[config.mk]
export PLATFORM = sky130hd
export DESIGN_NAME = mem_port_arbiter
export DESIGN_NICKNAME = d
export VERILOG_FILES = /design/src/rtl/mem_port_arbiter.sv
export SDC_FILE = /design/constraint.sdc
export NUM_CORES = 1
export LEC_CHECK = 0
export ABC_AREA = 1
export BUFFER_PORTS_ARGS = -buffer_cell sky130_fd_sc_hd__buf_2
export CELL_PAD_IN_SITES_DETAIL_PLACEMENT = 2
export CELL_PAD_IN_SITES_GLOBAL_PLACEMENT = 2
export CORE_MARGIN = 5
export CORE_UTILIZATION = 25
export CTS_BUF_LIST = sky130_fd_sc_hd__clkbuf_4 sky130_fd_sc_hd__clkbuf_8
export CTS_CLUSTER_SIZE = 20
export DETAILED_ROUTE_END_ITERATION = 7
export PLACE_DENSITY = 0.85
export SLEW_MARGIN = 30
export SYNTH_ARGS = -nofsm -noshare
export SYNTH_HDL_FRONTEND = slang
export SYNTH_SLANG_ARGS = --single-unit
[constraint.sdc]
create_clock -name clk -period 2.65 [get_ports clk]
set_input_delay 0.3975 -clock clk [delete_from_list [all_inputs] [get_ports clk]]
set_output_delay 0.3975 -clock clk [all_outputs]
set_load 0.02 [all_outputs]
[src/rtl/mem_port_arbiter.sv]
// ============================================================================
// mem_port_arbiter : I/D two-port arbiter and sequencer for a shared
//                    single-port memory, with bounded fetch starvation.
// Rev 1.0
// ============================================================================
`default_nettype none

module mem_port_arbiter #(
  parameter int AW           = 16,
  parameter int DW           = 32,
  parameter int STARVE_LIMIT = 4
) (
  input  logic          clk,
  input  logic          rst_n,
  // fetch port (read-only)
  input  logic          i_req,
  input  logic [AW-1:0] i_addr,
  output logic          i_gnt,
  output logic          i_ack,
  output logic [DW-1:0] i_rdata,
  // data port (read/write)
  input  logic          d_req,
  input  logic          d_wen,
  input  logic [AW-1:0] d_addr,
  input  logic [DW-1:0] d_wdata,
  output logic          d_gnt,
  output logic          d_ack,
  output logic [DW-1:0] d_rdata,
  // memory side
  output logic          mem_wen,
  output logic [AW-1:0] mem_addr,
  output logic [DW-1:0] mem_din,
  input  logic [DW-1:0] mem_dout,
  output logic          busy
);

  localparam int            CW      = (STARVE_LIMIT > 0) ? $clog2(STARVE_LIMIT + 1) : 1;
  localparam logic [CW-1:0] C_LIMIT = CW'(STARVE_LIMIT);

  typedef enum logic [0:0] {
    ST_IDLE   = 1'b0,
    ST_ACCESS = 1'b1
  } state_t;

  state_t        state_q,     state_d;
  logic [CW-1:0] starve_cnt_q, starve_cnt_d;
  logic          owner_q,     owner_d;      // 1 = D-port owns the access
  logic [AW-1:0] addr_q,      addr_d;
  logic [DW-1:0] wdata_q,     wdata_d;
  logic          wen_q,       wen_d;
  logic          i_gnt_q,     i_gnt_d;
  logic          i_ack_q,     i_ack_d;
  logic          d_gnt_q,     d_gnt_d;
  logic          d_ack_q,     d_ack_d;
  logic [DW-1:0] i_rdata_q,   i_rdata_d;
  logic [DW-1:0] d_rdata_q,   d_rdata_d;

  logic          w_i_wins;

  // I wins when uncontested, or when it has already lost STARVE_LIMIT times in a row
  assign w_i_wins = i_req && (!d_req || (starve_cnt_q == C_LIMIT));

  always_comb begin
    state_d      = state_q;
    starve_cnt_d = starve_cnt_q;
    owner_d      = owner_q;
    addr_d       = addr_q;
    wdata_d      = wdata_q;
    wen_d        = wen_q;
    i_rdata_d    = i_rdata_q;
    d_rdata_d    = d_rdata_q;
    i_gnt_d      = 1'b0;
    i_ack_d      = 1'b0;
    d_gnt_d      = 1'b0;
    d_ack_d      = 1'b0;

    case (state_q)
      ST_IDLE: begin
        if (w_i_wins) begin
          state_d      = ST_ACCESS;
          owner_d      = 1'b0;
          addr_d       = i_addr;
          wen_d        = 1'b0;
          wdata_d      = '0;
          starve_cnt_d = '0;
          i_gnt_d      = 1'b1;
        end else if (d_req) begin
          state_d = ST_ACCESS;
          owner_d = 1'b1;
          addr_d  = d_addr;
          wen_d   = d_wen;
          wdata_d = d_wdata;
          d_gnt_d = 1'b1;
          if (i_req && (starve_cnt_q != C_LIMIT)) begin
            starve_cnt_d = starve_cnt_q + 1'b1;
          end
        end
      end

      ST_ACCESS: begin
        state_d = ST_IDLE;
        if (owner_q) begin
          d_ack_d = 1'b1;
          if (!wen_q) begin
            d_rdata_d = mem_dout;
          end
        end else begin
          i_ack_d   = 1'b1;
          i_rdata_d = mem_dout;
        end
      end

      default: state_d = ST_IDLE;
    endcase
  end

  always_ff @(posedge clk) begin
    if (!rst_n) begin
      state_q      <= ST_IDLE;
      starve_cnt_q <= '0;
      owner_q      <= 1'b0;
      addr_q       <= '0;
      wdata_q      <= '0;
      wen_q        <= 1'b0;
      i_gnt_q      <= 1'b0;
      i_ack_q      <= 1'b0;
      d_gnt_q      <= 1'b0;
      d_ack_q      <= 1'b0;
      i_rdata_q    <= '0;
      d_rdata_q    <= '0;
    end else begin
      state_q      <= state_d;
      starve_cnt_q <= starve_cnt_d;
      owner_q      <= owner_d;
      addr_q       <= addr_d;
      wdata_q      <= wdata_d;
      wen_q        <= wen_d;
      i_gnt_q      <= i_gnt_d;
      i_ack_q      <= i_ack_d;
      d_gnt_q      <= d_gnt_d;
      d_ack_q      <= d_ack_d;
      i_rdata_q    <= i_rdata_d;
      d_rdata_q    <= d_rdata_d;
    end
  end

  assign busy     = (state_q == ST_ACCESS);
  assign i_gnt    = i_gnt_q;
  assign i_ack    = i_ack_q;
  assign d_gnt    = d_gnt_q;
  assign d_ack    = d_ack_q;
  assign i_rdata  = i_rdata_q;
  assign d_rdata  = d_rdata_q;
  assign mem_addr = busy ? addr_q  : '0;
  assign mem_din  = busy ? wdata_q : '0;
  // rst_n gate keeps a reset asserted mid-store from committing the write
  assign mem_wen  = busy && owner_q && wen_q && rst_n;

endmodule

`default_nettype wire
Yosys cells after proc, flatten, opt, wreduce, memory -nomap -nowiden
Index checks and enable logic that the tools add are counted. W data, S select, Z words.

Register bits: 122. Bits of input ports: 101. Output and inout port bits: 118. Logic and storage cells: 54.

Add/sub/neg operators: 1. Eq/ne operators: 2. Muxes and demuxes: 19. Bitwise operators: 4. Reduce and logical (&&, ||, !) cells: 16.

Operators with widths (number): $mux W32 (3); $mux W16 (3); $mux W1 (9); $mux W3 (3); $reduce_and A2 Y1 (3); $reduce_and A3 Y1 (2); $logic_and A1 B1 Y1 (5); $not A1 Y1 (4); $reduce_bool A2 Y1 (2); $add A3 B1 Y3 const B (1); $eq A3 B3 Y1 const B (1); $ne A3 B3 Y1 const B (1); $reduce_or A3 Y1 (1); $pmux W1 S2 (1); $reduce_or A2 Y1 (1); $logic_not A1 Y1 (1); $logic_or A1 B1 Y1 (1).

Depth between registers and ports, before layout
Word-level depth: 5. Gate-level depth with buffers: 9. Mapped depth without buffers: 8.

Worst setup path before layout
Ideal clock, no wire load.

Path kind: input -> output. Start: input port rst_n. End: output port mem_wen. Data arrival time: 1150 ps. Data required time: 2253 ps. Path slack: 1102 ps. Stages on the path: 3. Buffers on the path: 1. Cells stage by stage: inv_1 clkbuf_1 nor3_1.

Word-level cells in the longest chain between the ends: 1.

RTL lines: from (decl) (RTL line 14) `input logic rst_n,`; $logic_and A1 B1 Y1 (RTL line 157) `assign mem_wen = busy && owner_q && wen_q && rst_n;`; to (decl) (RTL line 30) `output logic mem_wen,`.

Every way passes these cells.

Worst setup path after layout
Start: register state_q, in the netlist busy. End: output port mem_wen.

Word-level cells in the longest chain between the ends: 3.

RTL lines: from (decl) (RTL line 45) `state_t state_q, state_d;`; from (signal assigned) (RTL line 132) `state_q <= state_d;`; $logic_and A1 B1 Y1 (3 in series) (RTL line 157).

Every way passes these cells.

==> impl_results.md <==
- Top FF cell, synth: dfxtp_1
- Mux cell area share after synthesis: 0%
- Main combinational cell family by area after synthesis: simple AND/OR/NAND/NOR gates
- Resized cells post-CTS: 0
- Mapped Area: 5200 um^2
- Worst-Margin Slew: 0.675 ns
- FFs w/ async S/R, synth: 0%
- Final HPWL DP: roughly 14 mm
- Antenna Nets Post-Route: 0
- Synthesized Nets: around 800
- CTS Root Cell: clkbuf_8
- DR WL/cell: between 15 and 20 um
- Max Freq: between 400 and 500 MHz
- 1st-pass router iterations: 4
- CP max stage cell: dfxtp_2
- Drt via density: 4.51
- WP data required: 2.25 ns
- Hold Fails Final Rpt: 0
- Die area: 23,800 um^2
- Sequential share of power: 44.0%
- H-tree levels: 4
- # IOs: 219
- Reg2Reg Capture Point: wdata_q[6]
- Post-CTS setup buffers: 0
- Worst-path cell chain: buf_4 -> nand2_1 -> nor3_1 -> buf_2
- Vias: 5,397
- First-pass GRT wire length: 30.4 mm
- Largest net degree at the start of global routing: 42
- Hold Path Sink: i_rdata[11]
- Met1 Use GR: 19.6%
- Max Slew Vio Count: 0
- Synth top area share: 46.9%
- Crit path largest cell delay: 0.37 ns
- Avg Cell Area, Syn: 7.28 um^2
- Final WL: between 15 and 20 mm
- Met3 Usage GRT: 4.61%
- Initial antenna violation count: 3
- Crit end category: primary output
- Rel. slew slack: a little over half
- Placed instance count: 1,164
- Setup TNS: 0 ns
- Commonest non-fill, non-tap cell in the layout: buf_2
- Gr usage total: 15.8%
- Global routing's busiest layer: met2
- VDD IR max: ~0.00025 V
- Num rows: 52
- Gate power share: 16.6%
- Non-Filler Instances: 1,196
- Min cycle time layout: 2.01 ns
- Number of global-route vias before repair: 5,789
- Synth Area in Simple Gates: between 20 and 30%
- Adder-Cell Fraction of Synth Area: 0.481%
- Net switching power: about 1400 uW
- Reg-to-reg slack, setup: 0.79 ns
- Area leader, netlist: dfxtp_1
- Post-synth EDFFs: 0
- Chip height: 154 um
- Antenna Cells: 0
- CTS sink cnt: approximately 120
- Core Area: 20,400 um^2
- Leak: 0.00375 uW
- Most frequent cells in the layout: buf_2, nor2_1, dfxtp_1, nand2_1, inv_1
- Max-cap violations: 0
- Sw Ratio: a little under a third
- Initial detailed-routing violation count: 185
- Dominant cells by area after synthesis: dfxtp_1, nor2_1, nand2_1
- Worst-path clk slew: 0.08 ns
- TritonCTS clock tree: done
- Final #Nets: 1,016
- CTS max path bufs: 2
- Final setup viols: 0
- Ratio of cells with drive above 1 in the final layout: approximately a third
- Global route overflow: 0
- Die Wd: 154 um
- Register area share after synthesis: between 40% and 50%
- Synth Area in Compound Gates: between 10% and 20%
- Pwr Total: about 4600 uW
- Arrival time of the worst setup path: 1.61 ns
- Met2 Use GR: 26.9%
- Worst-skew pair later-pin latency: 0.44 ns
- Cells after Synth: 715
- Crit start category: register
- Clock share of power: about two fifths
- DRC Markers: 0
- Worst hold start: mem_dout[11]
- Pint: around 3200 uW
- Hold bufs inserted after CTS: 0
- TritonCTS Buffers: 17
- Critical path type: register to primary output
- Worst Hold Depth: 3
- FF+latch count, synth: 122
- Crit path max fanout: 24
- RSZ-0062 raised after global routing: no
- Placer congestion estimate: approximately 0.74
- XOR/XNOR Fraction of Synth Area: 0%
- R2R Path Start: busy
- Outcome: complete, no violations
- IO Port Bufs: 218
- Synth unique cells: 23
- Hold/Removal Path Class: input port to register
- Hold slack: around 0.20 ns
- Layout Skew: 0.0178 ns
- Layout area overhead: 32.2%
- Synth Warn #: 0
- Power Dens Cells: 672 nW/um^2
- Register-to-Register Path Depth: 6
- Starting Density: 25.6%
- Tcrit/Tclk final: 75.7%
## worst max path at each step
stage          startpoint          end  slack, ns  cells past startpoint
2_1_floorplan       rst_n      mem_wen       1.10                      3
3_3_place_gp        i_req   wdata_q[2]       0.57                      6
3_5_place_dp        i_req  wdata_q[26]       0.52                      6
4_1_cts              busy      mem_wen       0.58                      4
5_1_grt              busy      mem_wen       0.46                      4
6_report             busy      mem_wen       0.64                      4
## power by group through the flow
stage                     combinational, uW  clock [uW]  sequential [uW]
after floorplan                         408           0             2150
after global placement                  756           0             2070
after detailed placement                777           0             2080
after CTS                               785        1890             2040
after global routing                    848        1970             2050
final                                   767        1820             2040
## synth_stat cells, types with 2 or more instances
cell / n
buf_8: 3
nor2_2: 2
buf_2: 25
nor2_1: 165
a21oi_1: 32
buf_6: 3
nand2_1: 106
nand2_2: 3
a21oi_2: 20
nand3_1: 33
inv_1: 73
nand3_2: 19
o21ai_0: 66
dfxtp_1: 122
clkbuf_1: 18
o21ai_1: 15
buf_1: 2
ha_1: 2
nor3_1: 2
## registers in the layout, summed over array words and instances, names as in the netlist
signal        cells
wen_q             1
d_rdata          32
wdata_q          32
d_ack             1
addr_q           16
busy              1
i_ack             1
d_gnt             1
starve_cnt_q      3
i_gnt             1
owner_q           1
i_rdata          32
## cell families after synthesis
kind of cell               count (synthesis)
and+or+nand+nor                          332
buffers and inverters                    126
DFF                                      122
adders and majority gates                  2
AOI/OAI and AO/OA                        133
## cell type report
| class | instances | area (um^2) |
|---|---|---|
| Fill cell | 2477 | 13500 |
| Timing Repair Buffer | 230 | 1180 |
| Inverter | 75 | 285 |
| Multi-Input combinational cell | 467 | 2200 |
| Sequential cell | 122 | 2440 |
| Clock buffer | 20 | 269 |
| Tap cell | 270 | 338 |
| Clock inverter | 12 | 165 |
## per-stage QoR
stage | util (%) | setup slack [ns] | area [um^2]
4_1_cts | 33.8 | 0.580 | 6880
5_1_grt | 33.8 | 0.464 | 6880
2_1_floorplan | - | 1.10 | 5200
3_3_place_gp | 31.7 | 0.566 | 6450
3_5_place_dp | 31.7 | 0.518 | 6450
6_report | 33.8 | 0.644 | 6880
## routing by layer
metal | wire (um) | part of all wire [%]
met1 | 8710 | 46
met2 | 9110 | 48
met4 | 212 | 1.1
met3 | 1070 | 5.6
met5 | 34 | 0.18
## worst max-delay path: cells and delay by family, from the launching register on
| kind | cells | cell delay, ns |
|---|---|---|
| simple gates | 2 | 0.30 |
| flops | 1 | 0.37 |
| buf+inv | 2 | 0.51 |
(Power assumes the default switching activity.)
